## src/rtl/cache_cmd_dispatcher_if.sv

```systemverilog
// Trace-in and L1 cache handshake bundle for the command dispatcher.
// Ports: in_valid/in_ready/in_code/in_addr from the trace reader;
//        ic_*/dc_* write strobe, command, address and processing flag.
interface cache_cmd_dispatcher_if #(
    parameter int ADDR_W = 60
);
    logic              in_valid;
    logic              in_ready;
    logic [3:0]        in_code;
    logic [ADDR_W-1:0] in_addr;

    logic              ic_write;
    logic [2:0]        ic_command;
    logic [ADDR_W-1:0] ic_address;
    logic              ic_processing;

    logic              dc_write;
    logic [2:0]        dc_command;
    logic [ADDR_W-1:0] dc_address;
    logic              dc_processing;

    // Trace reader plus both caches
    modport master (
        output in_valid, in_code, in_addr,
        output ic_processing, dc_processing,
        input  in_ready,
        input  ic_write, ic_command, ic_address,
        input  dc_write, dc_command, dc_address
    );

    // Dispatcher
    modport slave (
        input  in_valid, in_code, in_addr,
        input  ic_processing, dc_processing,
        output in_ready,
        output ic_write, ic_command, ic_address,
        output dc_write, dc_command, dc_address
    );
endinterface

```

## src/rtl/cache_cmd_dispatcher.sv

```systemverilog
// Trace-command scheduler: FIFOs trace records, decodes them and issues
// one command at a time to the IL1 and/or DL1 with timeout recovery.
// Ports: clk, rst (sync, active-high), bus (slave side of the trace and
//        cache handshakes), print_req, busy, err_count, dispatched.
module cache_cmd_dispatcher #(
    parameter int ADDR_W     = 60,
    parameter int FIFO_DEPTH = 4,
    parameter int TIMEOUT    = 64
) (
    input  logic                  clk,
    input  logic                  rst,
    cache_cmd_dispatcher_if.slave bus,
    output logic                  print_req,
    output logic                  busy,
    output logic [15:0]           err_count,
    output logic [31:0]           dispatched
);
    localparam int PTR_W = $clog2(FIFO_DEPTH);
    localparam int CNT_W = PTR_W + 1;
    localparam int TMO_W = $clog2(TIMEOUT + 1);

    localparam logic [2:0] CMD_READ  = 3'd0;
    localparam logic [2:0] CMD_WRITE = 3'd1;
    localparam logic [2:0] CMD_INV   = 3'd2;
    localparam logic [2:0] CMD_CLEAR = 3'd3;
    localparam logic [2:0] CMD_L2REQ = 3'd4;

    typedef enum logic [2:0] {
        IDLE, ISSUE, WAIT_ACK, WAIT_DONE, NEXT
    } state_t;

    state_t state, state_n;

    logic [3:0]        f_code [FIFO_DEPTH];
    logic [ADDR_W-1:0] f_addr [FIFO_DEPTH];
    logic [PTR_W-1:0]  wr_ptr, rd_ptr;
    logic [CNT_W-1:0]  f_cnt;
    logic              full, empty, push, pop;
    logic [3:0]        head_code;

    logic              tgt_ic, dual;
    logic [2:0]        cmd_q;
    logic [ADDR_W-1:0] addr_q;
    logic [TMO_W-1:0]  tmo;
    logic [2:0]        ic_cmd_h, dc_cmd_h;
    logic [ADDR_W-1:0] ic_addr_h, dc_addr_h;

    logic              dec_legal, dec_print, dec_ic, dec_dual;
    logic [2:0]        dec_cmd;
    logic              ic_wr, dc_wr, err_inc, disp_inc;
    logic              latch, retarget, tmo_clr, tgt_busy, tmo_hit;

    assign full      = (f_cnt == CNT_W'(FIFO_DEPTH));
    assign empty     = (f_cnt == '0);
    assign push      = bus.in_valid && !full;
    assign pop       = (state == IDLE) && !empty;
    assign head_code = f_code[rd_ptr];

    assign bus.in_ready   = !full;
    assign busy           = !empty || (state != IDLE);
    // Command/address track the latched command only while strobing,
    // otherwise they show the last value actually issued.
    assign bus.ic_write   = ic_wr;
    assign bus.ic_command = ic_wr ? cmd_q : ic_cmd_h;
    assign bus.ic_address = ic_wr ? addr_q : ic_addr_h;
    assign bus.dc_write   = dc_wr;
    assign bus.dc_command = dc_wr ? cmd_q : dc_cmd_h;
    assign bus.dc_address = dc_wr ? addr_q : dc_addr_h;

    always_comb begin
        dec_legal = 1'b1;
        dec_print = 1'b0;
        dec_ic    = 1'b0;
        dec_dual  = 1'b0;
        dec_cmd   = CMD_READ;
        case (head_code)
            4'd0: dec_cmd = CMD_READ;
            4'd1: dec_cmd = CMD_WRITE;
            4'd2: dec_ic  = 1'b1;
            4'd3: begin
                dec_ic   = 1'b1;
                dec_dual = 1'b1;
                dec_cmd  = CMD_INV;
            end
            4'd4: dec_cmd = CMD_L2REQ;
            4'd8: begin
                dec_ic   = 1'b1;
                dec_dual = 1'b1;
                dec_cmd  = CMD_CLEAR;
            end
            4'd9: begin
                dec_legal = 1'b0;
                dec_print = 1'b1;
            end
            default: dec_legal = 1'b0;
        endcase
    end

    always_comb begin
        state_n   = state;
        ic_wr     = 1'b0;
        dc_wr     = 1'b0;
        print_req = 1'b0;
        err_inc   = 1'b0;
        disp_inc  = 1'b0;
        latch     = 1'b0;
        retarget  = 1'b0;
        tmo_clr   = 1'b0;
        tgt_busy  = tgt_ic ? bus.ic_processing : bus.dc_processing;
        tmo_hit   = (tmo == TMO_W'(TIMEOUT - 1));
        unique case (state)
            IDLE: begin
                if (!empty) begin
                    if (dec_print) begin
                        print_req = 1'b1;
                    end else if (!dec_legal) begin
                        err_inc = 1'b1;
                    end else begin
                        latch   = 1'b1;
                        tmo_clr = 1'b1;
                        state_n = ISSUE;
                    end
                end
            end
            ISSUE: begin
                // Timeout wins here so an abandoned command is never strobed.
                if (tmo_hit) begin
                    err_inc = 1'b1;
                    state_n = NEXT;
                end else if (!tgt_busy) begin
                    ic_wr   = tgt_ic;
                    dc_wr   = !tgt_ic;
                    state_n = WAIT_ACK;
                end
            end
            WAIT_ACK: begin
                if (tgt_busy) begin
                    state_n = WAIT_DONE;
                end else if (tmo_hit) begin
                    err_inc = 1'b1;
                    state_n = NEXT;
                end
            end
            WAIT_DONE: begin
                if (!tgt_busy) begin
                    disp_inc = 1'b1;
                    state_n  = NEXT;
                end else if (tmo_hit) begin
                    err_inc = 1'b1;
                    state_n = NEXT;
                end
            end
            NEXT: begin
                if (dual && tgt_ic) begin
                    retarget = 1'b1;
                    tmo_clr  = 1'b1;
                    state_n  = ISSUE;
                end else begin
                    state_n = IDLE;
                end
            end
            default: state_n = IDLE;
        endcase
        if (rst) begin
            ic_wr     = 1'b0;
            dc_wr     = 1'b0;
            print_req = 1'b0;
        end
    end

    always_ff @(posedge clk) begin
        if (push) begin
            f_code[wr_ptr] <= bus.in_code;
            f_addr[wr_ptr] <= bus.in_addr;
        end
    end

    always_ff @(posedge clk) begin
        if (rst) begin
            state      <= IDLE;
            wr_ptr     <= '0;
            rd_ptr     <= '0;
            f_cnt      <= '0;
            tgt_ic     <= 1'b0;
            dual       <= 1'b0;
            cmd_q      <= '0;
            addr_q     <= '0;
            tmo        <= '0;
            ic_cmd_h   <= '0;
            ic_addr_h  <= '0;
            dc_cmd_h   <= '0;
            dc_addr_h  <= '0;
            err_count  <= '0;
            dispatched <= '0;
        end else begin
            state <= state_n;
            if (push) wr_ptr <= wr_ptr + 1'b1;
            if (pop)  rd_ptr <= rd_ptr + 1'b1;
            case ({push, pop})
                2'b10:   f_cnt <= f_cnt + 1'b1;
                2'b01:   f_cnt <= f_cnt - 1'b1;
                default: f_cnt <= f_cnt;
            endcase
            if (latch) begin
                tgt_ic <= dec_ic;
                dual   <= dec_dual;
                cmd_q  <= dec_cmd;
                addr_q <= f_addr[rd_ptr];
            end
            if (retarget) tgt_ic <= 1'b0;
            // Saturates at TIMEOUT-1 so a late ack cannot skip the limit.
            if (tmo_clr) begin
                tmo <= '0;
            end else if ((state == ISSUE || state == WAIT_ACK ||
                          state == WAIT_DONE) && !tmo_hit) begin
                tmo <= tmo + 1'b1;
            end
            if (ic_wr) begin
                ic_cmd_h  <= cmd_q;
                ic_addr_h <= addr_q;
            end
            if (dc_wr) begin
                dc_cmd_h  <= cmd_q;
                dc_addr_h <= addr_q;
            end
            if (err_inc && err_count != 16'hFFFF) err_count <= err_count + 1'b1;
            if (disp_inc) dispatched <= dispatched + 1'b1;
        end
    end
endmodule

```

## src/flat_wrapper.sv

```systemverilog
// flat-port wrapper written by rule: the top's interface ports become plain ports
module cache_cmd_dispatcher_flat 
#(
    parameter int ADDR_W     = 60,
    parameter int FIFO_DEPTH = 4,
    parameter int TIMEOUT    = 64
)
  (clk, rst, print_req, busy, err_count, dispatched, bus_in_valid, bus_in_code, bus_in_addr, bus_ic_processing, bus_dc_processing, bus_in_ready, bus_ic_write, bus_ic_command, bus_ic_address, bus_dc_write, bus_dc_command, bus_dc_address);
  cache_cmd_dispatcher_if #(.ADDR_W(ADDR_W)) bus_i ();
  input  logic clk;
  input  logic rst;
  output logic print_req;
  output logic busy;
  output logic [15:0] err_count;
  output logic [31:0] dispatched;
  input wire logic [$bits(bus_i.in_valid)-1:0] bus_in_valid;
  input wire logic [$bits(bus_i.in_code)-1:0] bus_in_code;
  input wire logic [$bits(bus_i.in_addr)-1:0] bus_in_addr;
  input wire logic [$bits(bus_i.ic_processing)-1:0] bus_ic_processing;
  input wire logic [$bits(bus_i.dc_processing)-1:0] bus_dc_processing;
  output wire logic [$bits(bus_i.in_ready)-1:0] bus_in_ready;
  output wire logic [$bits(bus_i.ic_write)-1:0] bus_ic_write;
  output wire logic [$bits(bus_i.ic_command)-1:0] bus_ic_command;
  output wire logic [$bits(bus_i.ic_address)-1:0] bus_ic_address;
  output wire logic [$bits(bus_i.dc_write)-1:0] bus_dc_write;
  output wire logic [$bits(bus_i.dc_command)-1:0] bus_dc_command;
  output wire logic [$bits(bus_i.dc_address)-1:0] bus_dc_address;
  assign bus_i.in_valid = bus_in_valid;
  assign bus_i.in_code = bus_in_code;
  assign bus_i.in_addr = bus_in_addr;
  assign bus_i.ic_processing = bus_ic_processing;
  assign bus_i.dc_processing = bus_dc_processing;
  assign bus_in_ready = bus_i.in_ready;
  assign bus_ic_write = bus_i.ic_write;
  assign bus_ic_command = bus_i.ic_command;
  assign bus_ic_address = bus_i.ic_address;
  assign bus_dc_write = bus_i.dc_write;
  assign bus_dc_command = bus_i.dc_command;
  assign bus_dc_address = bus_i.dc_address;
  cache_cmd_dispatcher #(.ADDR_W(ADDR_W), .FIFO_DEPTH(FIFO_DEPTH), .TIMEOUT(TIMEOUT)) u_core (.clk(clk), .rst(rst), .bus(bus_i), .print_req(print_req), .busy(busy), .err_count(err_count), .dispatched(dispatched));
endmodule
```

## config.mk

```make
export PLATFORM = sky130hd
export DESIGN_NAME = cache_cmd_dispatcher_flat
export DESIGN_NICKNAME = d
export VERILOG_FILES = /design/src/rtl/cache_cmd_dispatcher_if.sv /design/src/rtl/cache_cmd_dispatcher.sv /design/src/flat_wrapper.sv
export SDC_FILE = /design/constraint.sdc
export NUM_CORES = 1
export LEC_CHECK = 0
export ABC_CLOCK_PERIOD_IN_PS = 3600
export CAP_MARGIN = 20
export CORE_ASPECT_RATIO = 0.9
export CORE_MARGIN = 2
export CORE_UTILIZATION = 55
export CTS_CLUSTER_SIZE = 8
export DETAILED_ROUTE_END_ITERATION = 16
export GPL_TIMING_DRIVEN = 0
export PLACE_DENSITY = 0.89
export SYNTH_ARGS = -nofsm -noshare
export SYNTH_HDL_FRONTEND = slang
export SYNTH_SLANG_ARGS = --single-unit
```

## constraint.sdc

```tcl
create_clock -name clk -period 3.6 [get_ports clk]
set_clock_uncertainty 0.1 [all_clocks]
set_input_delay 0.72 -clock clk [delete_from_list [all_inputs] [get_ports clk]]
set_output_delay 0.72 -clock clk [all_outputs]
set_load 0.02 [all_outputs]
```

==> metrics.md <==
| Metric | Value |
|---|---|
| Crit-path cells | `ha_4, and4_4, nand2_2, nand4b_1, or3b_4, buf_12, clkbuf_16, mux2_4, buf_6` |
| Number of unique standard cell types used by synthesis | `53` |
| Clock input transition at the sequential cells of the worst setup and hold paths | `0.05 ns` |
| Number of hold violations in the final report | `0` |
| Area added between synthesis and finish | `29.5%` |
| Number of antenna violations at the first check in global routing | `3` |
| Vias per cell | `approximately 5.7` |
| Minimum clock period | `3.62 ns` |
| Power Density | `653 mW/mm^2` |
| Die Y-Extent | `approximately 180 microns` |
| Number of placement rows | `65` |
| Depth of the worst register-to-register path | `8` |
| Worst-case setup slack after placement | `-0.865 ns` |
| Slack of the critical path | `-0.0169 ns` |
| Avg WL per Cell | `21.9 microns` |
| Status | `finished with violations` |
| Wire length of the first global-routing pass | `75,300 microns` |
| Routability cong. | `roughly 0.85` |
| Horizontal die dimension | `203 microns` |
| First-pass iteration count of the detailed router | `6` |
| Cells after synthesis | `~1,400` |
| H-tree levels | `3` |
| Number of cells after detailed placement | `2,133` |
| Share of the yosys chip area belonging to registers | `between 60% and 70%` |
| Critical path's largest stage delay | `about 0.54 ns` |
| Largest net degree at the start of global routing | `45` |
| Type of the worst setup path | `flip-flop to primary output` |
| Number of synthesized register bits | `roughly 510` |
| Starting Density | `a little under three fifths` |
| NumNets Final | `~1,800` |
| Residual DRC | `0` |
| Clock sinks | `about 500` |
| Number of enable-type register cells in the synthesized netlist | `around 260` |
| Required time of the critical path | `2.78 ns` |
| Clock tree from TritonCTS | `yes` |
| Leading register cell type out of synthesis | `sky130_fd_sc_hd__dfxtp_1` |
| Violated checks | `negative setup slack` |
| DPL Wire Length | `30,300 microns` |
| Number of top-level design ports | `248` |
| Vias | `approximately 13,000` |
| Layout cell share with drive strength beyond 1 | `between 20% and 30%` |
| Filler-free cell count of the finished design | `2,279` |
| Via count of the first global-routing pass | `about 13,000` |
| Class of the tightest hold or removal check | `flip-flop to flip-flop` |
| Final wirelength | `around 50,000 microns` |
| FFs w/ async S/R, synth | `0%` |
| Pin slew with the least headroom to its limit | `between 1 and 1.5 ns` |
| Type of destination of the critical path | `primary output` |
| Kind of start point of the critical path | `flip-flop` |
| Final setup viols | `4` |
| Area share of the leading cell type in the synthesized netlist | `about two fifths` |
| Peak Freq | `276 MHz` |
| Max_cap viols | `0` |
| Slowest stage cell on the critical path | `sky130_fd_sc_hd__or3b_4` |
| Max Transition Viols Final | `0` |
| Leading area contributor after synthesis | `sky130_fd_sc_hd__edfxtp_1` |
| Num CTS Buffers | `74` |
| RSZ-0062 raised after global routing | `true` |
| Starting DRT DRC Count | `just over 900` |
| Source-to-sink clock delay at the later pin of the worst-skew pair | `just under 0.6 ns` |
| Cell area after technology mapping | `between 0.015 and 0.02 sq mm` |
| Core outline area | `0.0351 sq mm` |
| Worst slew margin | `roughly 33%` |
| CTS Hold Bufs | `0` |
| Cell at the root of the clock tree | `sky130_fd_sc_hd__clkbuf_16` |
| P_leak | `roughly 9.2 nW` |
| Final ANT Viol Nets | `0` |
| Area of the die | `~0.037 sq mm` |
| Data arrival time of the critical path | `roughly 2.8 ns` |
| Synth warn | `0` |
| Area contributors post-synth | `sky130_fd_sc_hd__edfxtp_1 (39%), sky130_fd_sc_hd__dfxtp_1 (26%), sky130_fd_sc_hd__mux4_2 (7.4%)` |
| Instance count along the most critical hold path | `2` |
| Maximum fanout count along the critical path | `6` |
| Gr usage total | `26.6%` |
| Global-route congestion overflow total | `0` |
| Maximum buffer depth of the clock tree | `3` |
| Final clock period utilization by the worst path | `100%` |
| Syn nets | `roughly 1,500` |
| Count of buffers from port buffering | `246` |
| Syn avg cell area | `approximately 14 sq um` |
| IR Drop Worst-Case VDD | `between 500 and 600 uV` |
[worst paths after layout]
check                                   end  slack, ns                        from
max                       bus_ic_address[5]      -0.02  u_core.tmo[0]$_SDFFE_PP0P_
min              u_core.tmo[6]$_SDFFE_PP0P_       0.36  u_core.tmo[6]$_SDFFE_PP0P_
max reg2reg  u_core.addr_q[27]$_SDFFE_PP0P_       0.57                   flip-flop
min reg2reg      u_core.tmo[6]$_SDFFE_PP0P_       0.36  u_core.tmo[6]$_SDFFE_PP0P_
[through the flow]
stage	instance area (sq um)	util, %	TNS (ns)	total power, mW	hold slack [ns]
3_3_place_gp	22600	64.4	-309.92	9.89	0.336
5_1_grt	25300	72.2	-2.23	17.1	0.372
6_report	25300	72.2	-0.0457	16.5	0.361
2_1_floorplan	19500	-	0	9.05	0.324
3_5_place_dp	22700	64.8	-93.77	10.0	0.349
4_1_cts	25100	71.5	-1.05	16.5	0.363
[registers in the layout, indices dropped and copies added (netlist names), 7 cells and up, named ones only]
signal and cells:
u_core.dispatched 32, u_core.f_addr 240, u_core.tmo 7, u_core.f_code 16
u_core.err_count 16, u_core.dc_addr_h 60, u_core.addr_q 60, u_core.ic_addr_h 60
[cell families (layout without fill, tap and decap cells)]
logic type,after synthesis,count (layout),share of synthesized area [%]
XOR/XNOR,38,38,1.70
AO/OA/AOI/OAI,122,122,3.64
adder cells (fa/ha/maj),9,9,0.615
other,0,3,0
buffers and inverters,97,491,2.10
multiplexers,195,195,14.9
AND/OR/NAND/NOR,439,439,11.3
flip-flops,513,513,65.7
[final cells by class]
type / count / area (sq um)
antenna: 3 / 7.51
buffer: 74 / 449
clock buffer: 119 / 2020
clock inverter: 7 / 134
fill: 2081 / 9750
inverter: 19 / 71.3
multi-input combinational: 803 / 6410
sequential: 513 / 12800
tap: 469 / 587
timing repair buffer: 272 / 2780
[per-layer routing]
layer	GRT usage [%]	share of wire [%]	up-vias
li1	-	-	5794
met1	32.7	39	6431
met2	45.5	51	607
met3	5.44	7.1	117
met4	12.2	3.7	0
met5	0	0	-
[report_power, final]
part / internal [mW] / switching [mW] / total (mW)
combinational: 1.24 / 1.79 / 3.03
clock: 3.85 / 2.51 / 6.36
sequential: 6.79 / 0.356 / 7.14
total: 11.9 / 4.65 / 16.5
[worst max-delay path: cells and delay by family, from the launching register on]
family / cells / cell delay (ns)
buf+inv: 3 / 0.49
simple gates: 4 / 0.91
mux: 1 / 0.32
fa+ha+maj: 1 / 0.16
flops: 1 / 0.33
[cell usage after synthesis (2+ instances only)]
cell type and count:
sky130_fd_sc_hd__buf_6 3, sky130_fd_sc_hd__nand4_1 14, sky130_fd_sc_hd__or3_1 10, sky130_fd_sc_hd__edfxtp_1 256, sky130_fd_sc_hd__or4_1 10, sky130_fd_sc_hd__xnor2_1 17
sky130_fd_sc_hd__xor2_1 21, sky130_fd_sc_hd__a211oi_1 2, sky130_fd_sc_hd__nor3_1 7, sky130_fd_sc_hd__buf_2 19, sky130_fd_sc_hd__o21ai_0 9, sky130_fd_sc_hd__a21boi_0 2
sky130_fd_sc_hd__and4_1 5, sky130_fd_sc_hd__nand2_1 155, sky130_fd_sc_hd__nand4b_1 2, sky130_fd_sc_hd__buf_1 2, sky130_fd_sc_hd__nor2_1 58, sky130_fd_sc_hd__o21ai_1 3
sky130_fd_sc_hd__and3_1 11, sky130_fd_sc_hd__nor4_1 6, sky130_fd_sc_hd__nand3_1 20, sky130_fd_sc_hd__ha_1 8, sky130_fd_sc_hd__nand2b_1 3, sky130_fd_sc_hd__nor2b_1 129
sky130_fd_sc_hd__mux4_2 64, sky130_fd_sc_hd__mux2i_1 3, sky130_fd_sc_hd__o21a_1 2, sky130_fd_sc_hd__a311oi_1 2, sky130_fd_sc_hd__inv_1 18, sky130_fd_sc_hd__o31ai_1 9
sky130_fd_sc_hd__mux2_2 126, sky130_fd_sc_hd__a21oi_1 82, sky130_fd_sc_hd__and2_1 6, sky130_fd_sc_hd__dfxtp_1 257, sky130_fd_sc_hd__clkbuf_1 54
[placed cells by master (no fill, tap or decap), types with 27 or more instances in the layout]
cell type and n:
sky130_fd_sc_hd__clkbuf_16 77, sky130_fd_sc_hd__nor2_1 57, sky130_fd_sc_hd__mux4_2 64, sky130_fd_sc_hd__clkdlybuf4s50_1 117, sky130_fd_sc_hd__buf_2 32, sky130_fd_sc_hd__nor2b_1 129, sky130_fd_sc_hd__edfxtp_1 256, sky130_fd_sc_hd__dfxtp_1 255
sky130_fd_sc_hd__a21oi_1 82, sky130_fd_sc_hd__mux2_2 109, sky130_fd_sc_hd__buf_6 65, sky130_fd_sc_hd__clkdlybuf4s15_2 27, sky130_fd_sc_hd__clkbuf_1 96, sky130_fd_sc_hd__nand2_1 154
[what timing repair did]
| action | CTS | global route |
|---|---|---|
| resized for setup | 562 | 92 |
| gates cloned | 2 | 3 |
| pin swaps | 3 | 3 |
| buffers inserted | 13 | 3 |
| endpoints found under the setup margin | 129 | 117 |
(Power assumes the default switching activity.)
